<file path="src/rtl/instr_encoder_loader_pkg.sv">
// Shared encodings for the instruction encoder/loader: request kinds,
// MIPS opcode and funct values, loader FSM states and word-packing helpers.
package instr_encoder_loader_pkg;

    typedef enum logic [1:0] {
        ST_IDLE = 2'd0,
        ST_LOAD = 2'd1,
        ST_DONE = 2'd2,
        ST_ERR  = 2'd3
    } load_state_e;

    // Symbolic request kinds; codes 10-15 are illegal.
    localparam logic [3:0] K_ADD  = 4'd0;
    localparam logic [3:0] K_SUB  = 4'd1;
    localparam logic [3:0] K_AND  = 4'd2;
    localparam logic [3:0] K_OR   = 4'd3;
    localparam logic [3:0] K_ADDI = 4'd4;
    localparam logic [3:0] K_ORI  = 4'd5;
    localparam logic [3:0] K_BEQ  = 4'd6;
    localparam logic [3:0] K_J    = 4'd7;
    localparam logic [3:0] K_LW   = 4'd8;
    localparam logic [3:0] K_SW   = 4'd9;

    localparam logic [5:0] OP_RTYPE = 6'h00;
    localparam logic [5:0] OP_J     = 6'h02;
    localparam logic [5:0] OP_BEQ   = 6'h04;
    localparam logic [5:0] OP_ADDI  = 6'h08;
    localparam logic [5:0] OP_ORI   = 6'h0D;
    localparam logic [5:0] OP_LW    = 6'h23;
    localparam logic [5:0] OP_SW    = 6'h2B;

    localparam logic [5:0] FN_ADD = 6'h20;
    localparam logic [5:0] FN_SUB = 6'h22;
    localparam logic [5:0] FN_AND = 6'h24;
    localparam logic [5:0] FN_OR  = 6'h25;

    function automatic logic [31:0] pack_rtype(input logic [4:0] rs,
                                               input logic [4:0] rt,
                                               input logic [4:0] rd,
                                               input logic [5:0] funct);
        return {OP_RTYPE, rs, rt, rd, 5'b00000, funct};
    endfunction

    function automatic logic [31:0] pack_itype(input logic [5:0]  op,
                                               input logic [4:0]  rs,
                                               input logic [4:0]  rt,
                                               input logic [15:0] imm);
        return {op, rs, rt, imm};
    endfunction

endpackage

</file>
<file path="src/rtl/instr_field_packer.sv">
// Combinational packer: turns a request kind plus its register/immediate/
// target fields into a 32-bit MIPS word and flags kinds with no encoding.
// Ports:
//   kind    in  4   request kind (0-9 legal)
//   rs/rt/rd in 5   register fields
//   imm     in  16  immediate / branch offset, passed through unmodified
//   target  in  26  jump target (J only)
//   word    out 32  encoded instruction (0 when illegal)
//   illegal out 1   kind has no encoding
module instr_field_packer
    import instr_encoder_loader_pkg::*;
(
    input  logic [3:0]  kind,
    input  logic [4:0]  rs,
    input  logic [4:0]  rt,
    input  logic [4:0]  rd,
    input  logic [15:0] imm,
    input  logic [25:0] target,
    output logic [31:0] word,
    output logic        illegal
);

    always_comb begin
        word    = '0;
        illegal = 1'b0;
        case (kind)
            K_ADD:   word = pack_rtype(rs, rt, rd, FN_ADD);
            K_SUB:   word = pack_rtype(rs, rt, rd, FN_SUB);
            K_AND:   word = pack_rtype(rs, rt, rd, FN_AND);
            K_OR:    word = pack_rtype(rs, rt, rd, FN_OR);
            K_ADDI:  word = pack_itype(OP_ADDI, rs, rt, imm);
            K_ORI:   word = pack_itype(OP_ORI, rs, rt, imm);
            K_BEQ:   word = pack_itype(OP_BEQ, rs, rt, imm);
            K_LW:    word = pack_itype(OP_LW, rs, rt, imm);
            K_SW:    word = pack_itype(OP_SW, rs, rt, imm);
            K_J:     word = {OP_J, target};
            default: illegal = 1'b1;
        endcase
    end

endmodule

</file>
<file path="src/rtl/instr_encoder_loader.sv">
// Program loader: accepts symbolic instruction requests on a valid/ready
// stream, encodes each into a MIPS word and writes it to consecutive
// instruction-memory addresses starting at base_addr.
// Ports:
//   clk, rst_n          clock, asynchronous active-low reset
//   start, base_addr    begin a load (ignored while loading)
//   in_valid/in_ready   request handshake
//   in_kind, in_rs, in_rt, in_rd, in_imm, in_target, in_last  request fields
//   imem_we/addr/wdata  instruction-memory write port (one cycle after accept)
//   busy, done, err     status levels
//   count               words written in the current load (saturates at IMEM_DEPTH)
module instr_encoder_loader
    import instr_encoder_loader_pkg::*;
#(
    parameter int IMEM_DEPTH = 256,
    parameter int ADDR_W     = 8
) (
    input  logic              clk,
    input  logic              rst_n,
    input  logic              start,
    input  logic [ADDR_W-1:0] base_addr,
    input  logic              in_valid,
    output logic              in_ready,
    input  logic [3:0]        in_kind,
    input  logic [4:0]        in_rs,
    input  logic [4:0]        in_rt,
    input  logic [4:0]        in_rd,
    input  logic [15:0]       in_imm,
    input  logic [25:0]       in_target,
    input  logic              in_last,
    output logic              imem_we,
    output logic [ADDR_W-1:0] imem_addr,
    output logic [31:0]       imem_wdata,
    output logic              busy,
    output logic              done,
    output logic              err,
    output logic [ADDR_W:0]   count
);

    localparam logic [ADDR_W:0] DEPTH_CNT = (ADDR_W + 1)'(IMEM_DEPTH);

    load_state_e       state_q;
    load_state_e       state_d;
    logic [ADDR_W-1:0] ptr_q;
    logic [ADDR_W:0]   count_q;

    logic [31:0]       word_p0;
    logic              illegal_p0;
    logic              accept_p0;
    logic              write_p0;
    logic              start_ok;
    logic              fills_mem;

    logic              vld_p1;
    logic [ADDR_W-1:0] addr_p1;
    logic [31:0]       wdata_p1;

    instr_field_packer u_packer (
        .kind    (in_kind),
        .rs      (in_rs),
        .rt      (in_rt),
        .rd      (in_rd),
        .imm     (in_imm),
        .target  (in_target),
        .word    (word_p0),
        .illegal (illegal_p0)
    );

    // Stage p0: handshake and encode
    assign in_ready  = (state_q == ST_LOAD) && (count_q < DEPTH_CNT);
    assign accept_p0 = in_valid && in_ready;
    assign write_p0  = accept_p0 && !illegal_p0;
    assign start_ok  = start && (state_q != ST_LOAD);
    // This accepted beat is the one that fills the whole memory.
    assign fills_mem = (count_q == DEPTH_CNT - 1'b1);

    always_comb begin
        state_d = state_q;
        case (state_q)
            ST_LOAD: begin
                if (accept_p0) begin
                    if (illegal_p0) begin
                        state_d = ST_ERR;
                    end else if (in_last) begin
                        state_d = ST_DONE;
                    end else if (fills_mem) begin
                        state_d = ST_ERR;
                    end
                end
            end
            default: begin
                if (start) begin
                    state_d = ST_LOAD;
                end
            end
        endcase
    end

    always_ff @(posedge clk or negedge rst_n) begin
        if (!rst_n) begin
            state_q <= ST_IDLE;
            ptr_q   <= '0;
            count_q <= '0;
        end else begin
            state_q <= state_d;
            if (start_ok) begin
                ptr_q   <= base_addr;
                count_q <= '0;
            end else if (write_p0) begin
                // ptr is exactly ADDR_W bits, so it wraps modulo IMEM_DEPTH.
                ptr_q <= ptr_q + 1'b1;
                if (count_q != DEPTH_CNT) begin
                    count_q <= count_q + 1'b1;
                end
            end
        end
    end

    // Stage p1: registered write port
    always_ff @(posedge clk or negedge rst_n) begin
        if (!rst_n) begin
            vld_p1   <= 1'b0;
            addr_p1  <= '0;
            wdata_p1 <= '0;
        end else begin
            vld_p1 <= write_p0;
            if (write_p0) begin
                addr_p1  <= ptr_q;
                wdata_p1 <= word_p0;
            end
        end
    end

    assign imem_we    = vld_p1;
    assign imem_addr  = addr_p1;
    assign imem_wdata = wdata_p1;
    assign busy       = (state_q == ST_LOAD);
    assign done       = (state_q == ST_DONE);
    assign err        = (state_q == ST_ERR);
    assign count      = count_q;

endmodule

</file>
<file path="config.mk">
export PLATFORM = sky130hd
export DESIGN_NAME = instr_encoder_loader
export DESIGN_NICKNAME = d
export VERILOG_FILES = /design/src/rtl/instr_encoder_loader_pkg.sv /design/src/rtl/instr_field_packer.sv /design/src/rtl/instr_encoder_loader.sv
export SDC_FILE = /design/constraint.sdc
export NUM_CORES = 1
export LEC_CHECK = 0
export ABC_AREA = 1
export BUFFER_PORTS_ARGS = -buffer_cell sky130_fd_sc_hd__buf_4
export CAP_MARGIN = 20
export CORE_MARGIN = 4
export CORE_UTILIZATION = 44
export CTS_BUF_LIST = sky130_fd_sc_hd__clkbuf_16
export DETAILED_ROUTE_END_ITERATION = 7
export HOLD_SLACK_MARGIN = 0.12
export PLACE_DENSITY = 0.79
export REMOVE_ABC_BUFFERS = 1
export SLEW_MARGIN = 20
export SYNTH_ARGS = -nofsm -noshare
export SYNTH_HDL_FRONTEND = slang
export SYNTH_HIERARCHICAL = 1
export SYNTH_SLANG_ARGS = --single-unit
</file>
<file path="constraint.sdc">
create_clock -name clk -period 1.37 [get_ports clk]
set_input_delay 0.2055 -clock clk [delete_from_list [all_inputs] [get_ports clk]]
set_output_delay 0.2055 -clock clk [all_outputs]
set_load 0.01 [all_outputs]
</file>
==> run metrics, run 1 <==
largest net degree at the start of global routing 32; asr flop ratio synth 100%; Sw Ratio 36.0%; Post-Synthesis Mean Instance Area between 7 and 8 um^2; synth warn 6; Synth Flop Type dfrtp_1; Final Worst Setup Slack -0.237 ns; area leader, netlist dfrtp_1; Logic pwr share a little under half; stages on the worst setup path 11; status finished with violations; Final Non-Filler Cells 735; Post-Syn Area between 3000 and 4000 um^2; Setup Viol. Count Final 62; total power around 0.0089 W; placed insts about 700; H-tree depth 3; Multi-input gate area about 1600 um^2; CP endpoint kind flop; root buf cell clkbuf_16; PwrDens roughly 1700 nW/um^2; TritonCTS clock tree yes; Max Cap Viol 0; post-DP HPWL between 6000 and 7000 um; EDFF count, synth 0; wirelength, routed just over 10000 um; post-route minimum period between 1.5 and 2 ns; Worst Path Max Fanout 3; Fmax achieved between 600 and 700 MHz; height of the chip 94.1 um; Yosys reg bits 60; Filler Cells Inserted 560; slowest stage delay, CP between 0.3 and 0.4 ns; Flop pwr share 33.3%; layout cells sized above 1 35.5%; Final Max Slew Viols 0; Clock Skew ~0.0068 ns; Total GRT Usage between 20% and 30%; Crit Path Class flop to flop; top cells by area, synth dfrtp_1 46%, nand2_1 26%, nand3_1 6.9%; Setup TNS Final -3.32 ns; core box area slightly above 7000 um^2; Vias/cell 4.97; CP top delay family simple AND/OR/NAND/NOR gates; IO Count 128; ordered list of cells on the worst path ha_2 -> nand2_4 -> nor2_4 -> nand3_2 -> nor2_2 -> ha_2 -> nor2_2 -> nand2_1 -> nand3_2 -> nand2_1 -> o21ai_1; number of antenna-violating nets in the routed design 0; CTS buffer count 9; vias in the first global route between 3000 and 4000; Layout Nets 710; Die X around 94 um; failing checks negative setup slack; Final Hold Viols 0; number of core rows 31; Die ar. 8850 um^2; WHS Path Cells 5; ANT cells 0; clock tree buffer depth 2; Starting Density 45.2%; PortBufs 127; Worst EP required between 1.5 and 2 ns; routed len/inst 14.0 um; first-pass GRT wire length around 15000 um; Post-synth top cells 222 x nand2_1, 60 x dfrtp_1, 45 x nand3_1; cells after synthesis between 400 and 500; number of remaining DRC errors 0; Pint approximately 0.0057 W; Worst-Skew Late Latency 0.32 ns; Synth top area share ~46%; critical path startpoint category flop; RSZ-0062 raised after global routing true; Clk pwr share 21.2%; GRT overflow 0; slowest CP cell dfrtp_1; P_leak around 2.9 nW; area grow syn2layout 59.9%; Netlist cell types 26; reg2reg path depth 11; final period utilization 117%; initial antenna violation count 0; DR iter-0 viols about 180; RD Place Congestion between 0.9 and 1; drt pass-1 iters 5; CTS sink cnt 60; NetSw about 0.0032 W; hold slack final between 0.15 and 0.2 ns; clock slew at reported path FFs 0.05 ns; total number of vias between 3000 and 4000; Worst Path Buf+Inv 0; Seq/Total Area, Yosys between 40% and 50%; register area roughly 1500 um^2; hold crit path type primary input to flop; Peak supply drop 883 uV; Critical Path AT approximately 1.8 ns; cell with the most instances after synthesis nand2_1
[path summary, 6_finish.rpt]
path | from | endpoint | slack [ns]
setup / recovery | count[1] | state_q[0] | -0.24
hold / removal | in_imm[8] | imem_wdata[8] | 0.18
setup reg to reg | count[1] | state_q[0] | -0.24
hold reg to reg | imem_wdata[29] | imem_wdata[29] | 0.48
max in group asynchronous | rst_n | state_q[0] | 0.48
min in group asynchronous | rst_n | imem_wdata[24] | 0.36
[worst min-delay path, delay by kind of cell]
family	cells	cell delay (ns)
buffers and inverters	1	0.07
AND/OR/NAND/NOR	4	0.18
[timing repair]
action / 4_1_cts / 5_1_grt
setup buffers: 7 / 12
hold buffers: 6 / 0
hold endpoints to repair: 34 / 0
endpoints found under the setup margin: 4 / 62
gates resized for setup: 13 / 33
gates cloned: 0 / 5
pin swaps: 7 / 10
[routing by layer]
layer | wire, um | vias to the layer above | global-route usage [%]
met5 | 0 | - | 0
met4 | 172 | 0 | 6.26
met3 | 816 | 18 | 6.25
met2 | 5190 | 147 | 36.2
met1 | 4100 | 1708 | 25.0
li1 | - | 1779 | -
[power by group through the flow]
stage | clock network (W) | logic (W) | registers (W)
after floorplan | 0 | 0.00135 | 0.00315
after global placement | 0 | 0.00330 | 0.00295
after detailed placement | 0 | 0.00340 | 0.00297
after CTS | 0.00192 | 0.00347 | 0.00297
after global routing | 0.00201 | 0.00445 | 0.00306
final | 0.00190 | 0.00407 | 0.00298
[state kept, by name, summed over array words and instances (netlist names)]
register,cells
ptr_q,8
imem_we,1
imem_addr,8
state_q,2
count,9
imem_wdata,32
[cell families (layout without fill, tap and decap cells)]
group                    count (synthesis)  in the layout  synth area share [%]
adder cells (fa/ha/maj)                  4              4                  1.54
other                                    1              1                 0.115
XOR/XNOR                                 1              1                 0.269
buffers and inverters                   51            233                  7.49
AO/OA/AOI/OAI                           32             32                  5.18
AND/OR/NAND/NOR                        305            305                  39.3
flip-flops                              60             60                  46.1
[final cells by class]
type	count	area share, %
clock buffer	9	4.32
timing repair buffer	186	31.2
clock inverter	6	0.480
multi-input combinational	343	30.4
sequential	60	28.8
tap	99	2.38
inverter	32	2.31
[cells in the final DEF (no fill, tap or decap), types with 3 or more instances in the layout]
master / netlist / final
inv_1: 29 / 29
nor2_4: 4 / 6
buf_12: 0 / 6
buf_6: 3 / 8
nand2_2: 4 / 8
inv_2: 3 / 5
nand4_1: 4 / 4
a21oi_1: 10 / 10
buf_8: 0 / 3
nand2_1: 222 / 216
nand2_4: 1 / 3
buf_4: 4 / 158
clkbuf_16: 0 / 14
o21ai_1: 7 / 11
nand3_2: 1 / 5
o21ai_0: 11 / 7
dlygate4sd3_1: 0 / 6
nor2_2: 0 / 3
nor2_1: 22 / 17
nand3_1: 45 / 41
dfrtp_1: 60 / 59
[through the flow]
stage	util [%]	setup WS (ns)	area, um^2
detailed placement	62.1	-0.214	4480
floorplan	-	-0.466	3130
global route	72.2	-0.318	5210
finish	72.2	-0.237	5210
global placement	62.1	-0.141	4480
CTS	67.6	-0.145	4880
No activity file was read; power rests on OpenSTA's default activity.
==> run 2, diff against run 1 <==
Settings changed: CORE_UTILIZATION 44 to 33, PLACE_DENSITY 0.79 to 0.56.
==> run 2 against run 1 <==
  * Sequential power about the same
  * Cell area increased by 6.4%
  * Sequential cell count unchanged
  * Die area increased by 30%
  * Count of clock-buffer cells in the layout unchanged
  * Worst setup slack improved by 0.087 ns
  * Wire length increased by 5.0%
  * Clock power increased by 14%
  * First-iteration DRC count decreased by 0.57%
  * Cell count increased by 4.2%
  * Non-clock buffer count decreased by 4
  * Utilization decreased by 15 points
  * The run still ends with negative setup slack left
==> run metrics, run 2 (same netlist as run 1, synthesis figures left out) <==
Critical Path Sink state_q[0]; Layout Nets 706 (-0.56%); root buf cell clkbuf_16; most frequent cells in the layout 173 x nand2_1, 155 x buf_4, 59 x dfrtp_1, 33 x nand2_2, 31 x nand3_1; largest net degree at the start of global routing 61 (+91%); GRT overflow 0 (unchanged); routed len/inst 14.1 um (+0.74%); Critical R2R Launch count[1]; total power 0.00955 W (+6.8%); Crit Path Class flop to flop; Setup Viol. Count Final 47 (-24%); P_leak 3.11 nW (+7.8%); Max Cap Viol 0 (unchanged); Starting Density 33.6% (-12 points); wirelength, routed 10800 um (+5.0%); Setup TNS Final -4.83 ns (-1.51 ns); RSZ-0062 raised after global routing true; Worst EP required 1.58 ns (+0.02 ns); height of the chip 107 um (+14%); Critical Path AT 1.73 ns (-0.07 ns); H-tree depth 3 (unchanged); Die X 107 um (+14%); Worst-Skew Late Latency 0.32 ns (about the same); number of remaining DRC errors 0 (unchanged); first-pass GRT wire length 15600 um (+6.0%); reg2reg path depth 11 (unchanged); status finished with violations; area grow syn2layout 70.0%; critical path startpoint category flop; Final Max Slew Viols 0 (unchanged); Vias/cell 4.58 (-7.8%); number of core rows 36 (+16%); drt pass-1 iters 4 (-1); leading cell type in the layout, fill and taps excluded nand2_1; CTS sink cnt 60 (unchanged); CP endpoint kind flop; register area 1500 um^2 (unchanged); layout cells sized above 1 44.2% (+8.7 points); max FFs per register 32 (unchanged); post-DP HPWL 6950 um (+3.4%); post-route minimum period 1.52 ns (-0.0873 ns); number of antenna-violating nets in the routed design 0 (unchanged); ANT cells 0 (unchanged); Worst R2R Setup Slack -0.15 ns (+0.09 ns); clock tree buffer depth 2 (unchanged); hold crit path type primary input to flop; final period utilization 111% (-6.4 points); RD Place Congestion 0.794 (-15%); Final Worst Setup Slack -0.150 ns (+0.0873 ns); CTS buffer count 9 (unchanged); core box area 9680 um^2 (+34%); R2R Path End state_q[0]; initial antenna violation count 0 (unchanged); Critical Path Start count[1]; total number of vias 3508 (-3.9%); Die ar. 11500 um^2 (+30%); Final Hold Viols 0 (unchanged); DR iter-0 viols 174 (-0.57%); clock slew at reported path FFs 0.06 ns (about the same); failing checks negative setup slack; Total GRT Usage 16.9% (-4.1 points); Filler Cells Inserted 918 (+64%); TritonCTS clock tree yes; WHS Path Cells 5 (unchanged); Clock Skew 0.00676 ns (-0.0000148 ns); Fmax achieved 658 MHz (+5.7%); PwrDens 1720 nW/um^2 (+0.37%); PortBufs 127 (unchanged); Peak supply drop 743 uV (-16%); IO Count 128 (unchanged); Multi-input gate area 1860 um^2 (+17%); Worst Path Max Fanout 3 (unchanged); vias in the first global route 3297 (-3.0%)
run 2: changes by cell type in the layout (fill, tap and decap cells not counted), moves of 10 or more:
| cell | change |
|---|---|
| nand2_1 | -43 |
| nand2_2 | +25 |
| nand2_4 | +18 |
| nand3_1 | -10 |
| nand3_2 | +10 |
run 2: area by class of cell:
class,count,share of cell area (%)
multi-input cells,343,33.5
repair buffers,182,29.0
flip-flops and latches,60,27.1
clock buffers,9,4.07
well taps,133,3.00
inverters,32,2.21
clock inverters,7,1.08
run 2: worst min path at each step:
stage                 startpoint        endpoint  slack [ns]
finish                in_imm[10]  imem_wdata[10]        0.18
global route          in_imm[10]  imem_wdata[10]        0.19
CTS                 in_target[3]   imem_wdata[3]        0.16
detailed placement         rst_n        count[3]        0.23
global placement           rst_n        count[3]        0.23
floorplan                  rst_n        count[0]       -0.09
run 2: power by group:
part / switching [W] / leakage [nW] / internal [W]
logic: 0.00223 / 2.18 / 0.00219
clock network: 0.000784 / 0.148 / 0.00138
registers: 0.000498 / 0.782 / 0.00246
run 2: repair_timing:
| action | in CTS | in global routing |
|---|---|---|
| endpoints found under the setup margin | 7 | 50 |
| gates resized for setup | 15 | 106 |
| hold buffers | 6 | 0 |
| cloned | 0 | 7 |
| endpoints found under the hold margin | 65 | 0 |
| pin swaps | 9 | 17 |
| setup buffers | 3 | 7 |
run 2: through the flow:
stage,area (um^2),utilization [%],cells,worst slack [ns],hold slack [ns]
floorplan,3130,-,435,-0.466,-0.0901
global placement,4560,47.1,727,-0.160,0.225
detailed placement,4560,47.1,727,-0.194,0.230
CTS,4970,51.3,752,-0.106,0.162
global route,5540,57.2,766,-0.235,0.192
finish,5540,57.2,766,-0.150,0.177
run 2: critical path: stages (launching register included):
cell	delay, ns
dfrtp_1	0.36
ha_2	0.19
nand2_2	0.07
nor2_4	0.10
nand3_2	0.11
nor2_4	0.11
ha_4	0.12
nor2_1	0.03
nand2_1	0.08
nand3_2	0.10
nand2_1	0.07
o21ai_1	0.06
run 2: metal layers:
layer	global-route usage, %	part of all wire, %
met3	3.84	6.1
met2	28.3	49
met5	0	0
met1	21.4	44
met4	5.77	0.70
==> run 3, diff against run 2 <==
Settings changed: PLACE_DENSITY 0.56 to 0.54.
Clock period 1.37 ns to 1.8 ns, I/O delays scaled along.
==> run 3 against run 2 <==
  * The run now ends clean
  * Register-to-register slack better by 0.34 ns
  * Critical endpoint unchanged
  * Hold slack better by 0.0035 ns
  * Total power down 34%
  * Critical path type unchanged
==> run metrics, run 3 (same netlist as run 1, synthesis figures left out) <==
Worst R2R Setup Slack 0.19 ns (+0.34 ns); root buf cell clkbuf_16; layout cells sized above 1 28.3% (-16 points); Die ar. 11500 um^2 (unchanged); met3 wire length 648 um (-1.2%); met2 wire length 4060 um (-23%); status finished clean; area grow syn2layout 43.0%; RSZ-0062 raised after global routing false; Fmax achieved 620 MHz (-5.8%); Vias/cell 4.46 (-2.6%); Worst-Skew Late Latency 0.32 ns (about the same); largest net degree at the start of global routing 42 (-31%); register area 1500 um^2 (about the same); Worst EP required 2.00 ns (+0.42 ns); clock tree buffer depth 2 (unchanged); Final Hold Viols 0 (unchanged); slowest stage delay, CP 0.39 ns (+0.03 ns); Layout Nets 663 (-6.1%); Worst Path Max Fanout 4 (+1); routed len/inst 12.6 um (-11%); most frequent CP cell nand2_1; Clock Skew 0.00879 ns (+0.00203 ns); number of remaining DRC errors 0 (unchanged); TritonCTS clock tree yes; ANT cells 0 (unchanged); RD Place Congestion 0.842 (+6.0%); Max Cap Viol 0 (unchanged); leading cell type in the layout, fill and taps excluded nand2_1; Starting Density 33.6% (unchanged); hold crit path type primary input to flop; PortBufs 127 (unchanged); DR iter-0 viols 140 (-20%); Final Non-Filler Cells 723 (-5.6%); CP endpoint kind flop; drt pass-1 iters 4 (unchanged); clock slew at reported path FFs 0.05 ns (about the same); IO Count 128 (unchanged); vias in the first global route 3101 (-5.9%); Top Metal Used met4; post-route minimum period 1.61 ns (+0.0933 ns); placed insts 705 (-3.0%); Critical Path AT 1.81 ns (+0.08 ns); Filler Cells Inserted 974 (+6.1%); critical path startpoint category flop; final period utilization 89.6% (-21 points); GRT overflow 0 (unchanged); Post-Route M1 WL 4300 um (-10%); max FFs per register 32 (unchanged); Multi-input gate area 1520 um^2 (-18%); core box area 9680 um^2 (unchanged); P_leak 2.58 nW (-17%); Crit Path Class flop to flop; number of core rows 36 (unchanged); Total GRT Usage 16.1% (-0.73 points); Setup TNS Final 0 ns (+4.83 ns); Peak supply drop 551 uV (-26%); slowest CP cell dfrtp_1; H-tree depth 3 (unchanged); number of antenna-violating nets in the routed design 0 (unchanged); height of the chip 107 um (unchanged); post-DP HPWL 6750 um (-2.8%); total number of vias 3225 (-8.1%); Die X 107 um (unchanged); most frequent cells in the layout 222 x nand2_1, 136 x buf_4, 60 x dfrtp_1, 45 x nand3_1, 31 x inv_1; initial antenna violation count 0 (unchanged); CTS sink cnt 60 (unchanged); Setup Viol. Count Final 0 (-100%); Final Max Slew Viols 0 (unchanged); CTS buffer count 9 (unchanged); ordered list of cells on the worst path ha_1 -> nand2_1 -> nor2_2 -> nand3_1 -> nor2_1 -> ha_1 -> nor2_1 -> nand2_1 -> nand3_1 -> nand2_1 -> o21ai_0; first-pass GRT wire length 14900 um (-4.5%); PwrDens 1360 nW/um^2 (-21%); wirelength, routed 9120 um (-16%)
-- run 3: final timing paths --
kind	end	from	cells after the start
max in group asynchronous	imem_wdata[6]	rst_n	3
hold / removal	ptr_q[5]	base_addr[5]	3
min in group asynchronous	count[4]	rst_n	2
setup reg to reg	state_q[0]	count[0]	11
hold reg to reg	imem_wdata[5]	imem_wdata[5]	2
setup / recovery	state_q[0]	count[0]	11
-- run 3: metrics by stage --
step | setup WS, ns | cell area (um^2) | utilization [%] | total power [W] | hold slack (ns)
after floorplan | -0.101 | 3130 | - | 0.00342 | -0.0256
after global placement | 0.187 | 4350 | 45.0 | 0.00470 | 0.229
after detailed placement | 0.153 | 4350 | 45.0 | 0.00473 | 0.234
after CTS | 0.134 | 4650 | 48.0 | 0.00640 | 0.173
after global routing | 0.000388 | 4660 | 48.1 | 0.00682 | 0.199
final | 0.187 | 4660 | 48.1 | 0.00631 | 0.180
-- run 3: timing repair --
action	CTS	global route
gates resized for setup	0	2
hold endpoints to repair	29	0
setup buffers	0	1
hold buffers	1	0
setup endpoints to repair	0	2
-- run 3: power by group --
group / total (W) / switching [W] / leakage [nW] / internal (W)
clock: 0.00162 / 0.000573 / 0.149 / 0.00105
combinational: 0.00244 / 0.00131 / 1.65 / 0.00113
sequential: 0.00225 / 0.000378 / 0.782 / 0.00187
total: 0.00631 / 0.00226 / 2.58 / 0.00405
-- run 3: per-layer routing --
layer  global-route usage (%)  vias up
met5                        0        -
met4                     5.41        0
met3                     3.84        8
met2                     25.1      101
met1                     22.1     1439
li1                         -     1677
-- run 3: final cells by class --
cell class              count  area share [%]
inverters                  32            2.58
clock buffers               9            4.83
well taps                 133            3.57
multi-input cells         343            32.5
repair buffers            139            23.0
clock inverters             7            1.29
flip-flops and latches     60            32.2
-- run 3: worst max-delay path, delay by kind of cell, from the launching register on --
kind	cells	cell delay, ns
and+or+nand+nor	8	0.73
adders and majority gates	2	0.31
DFF	1	0.39
AOI/OAI and AO/OA	1	0.07
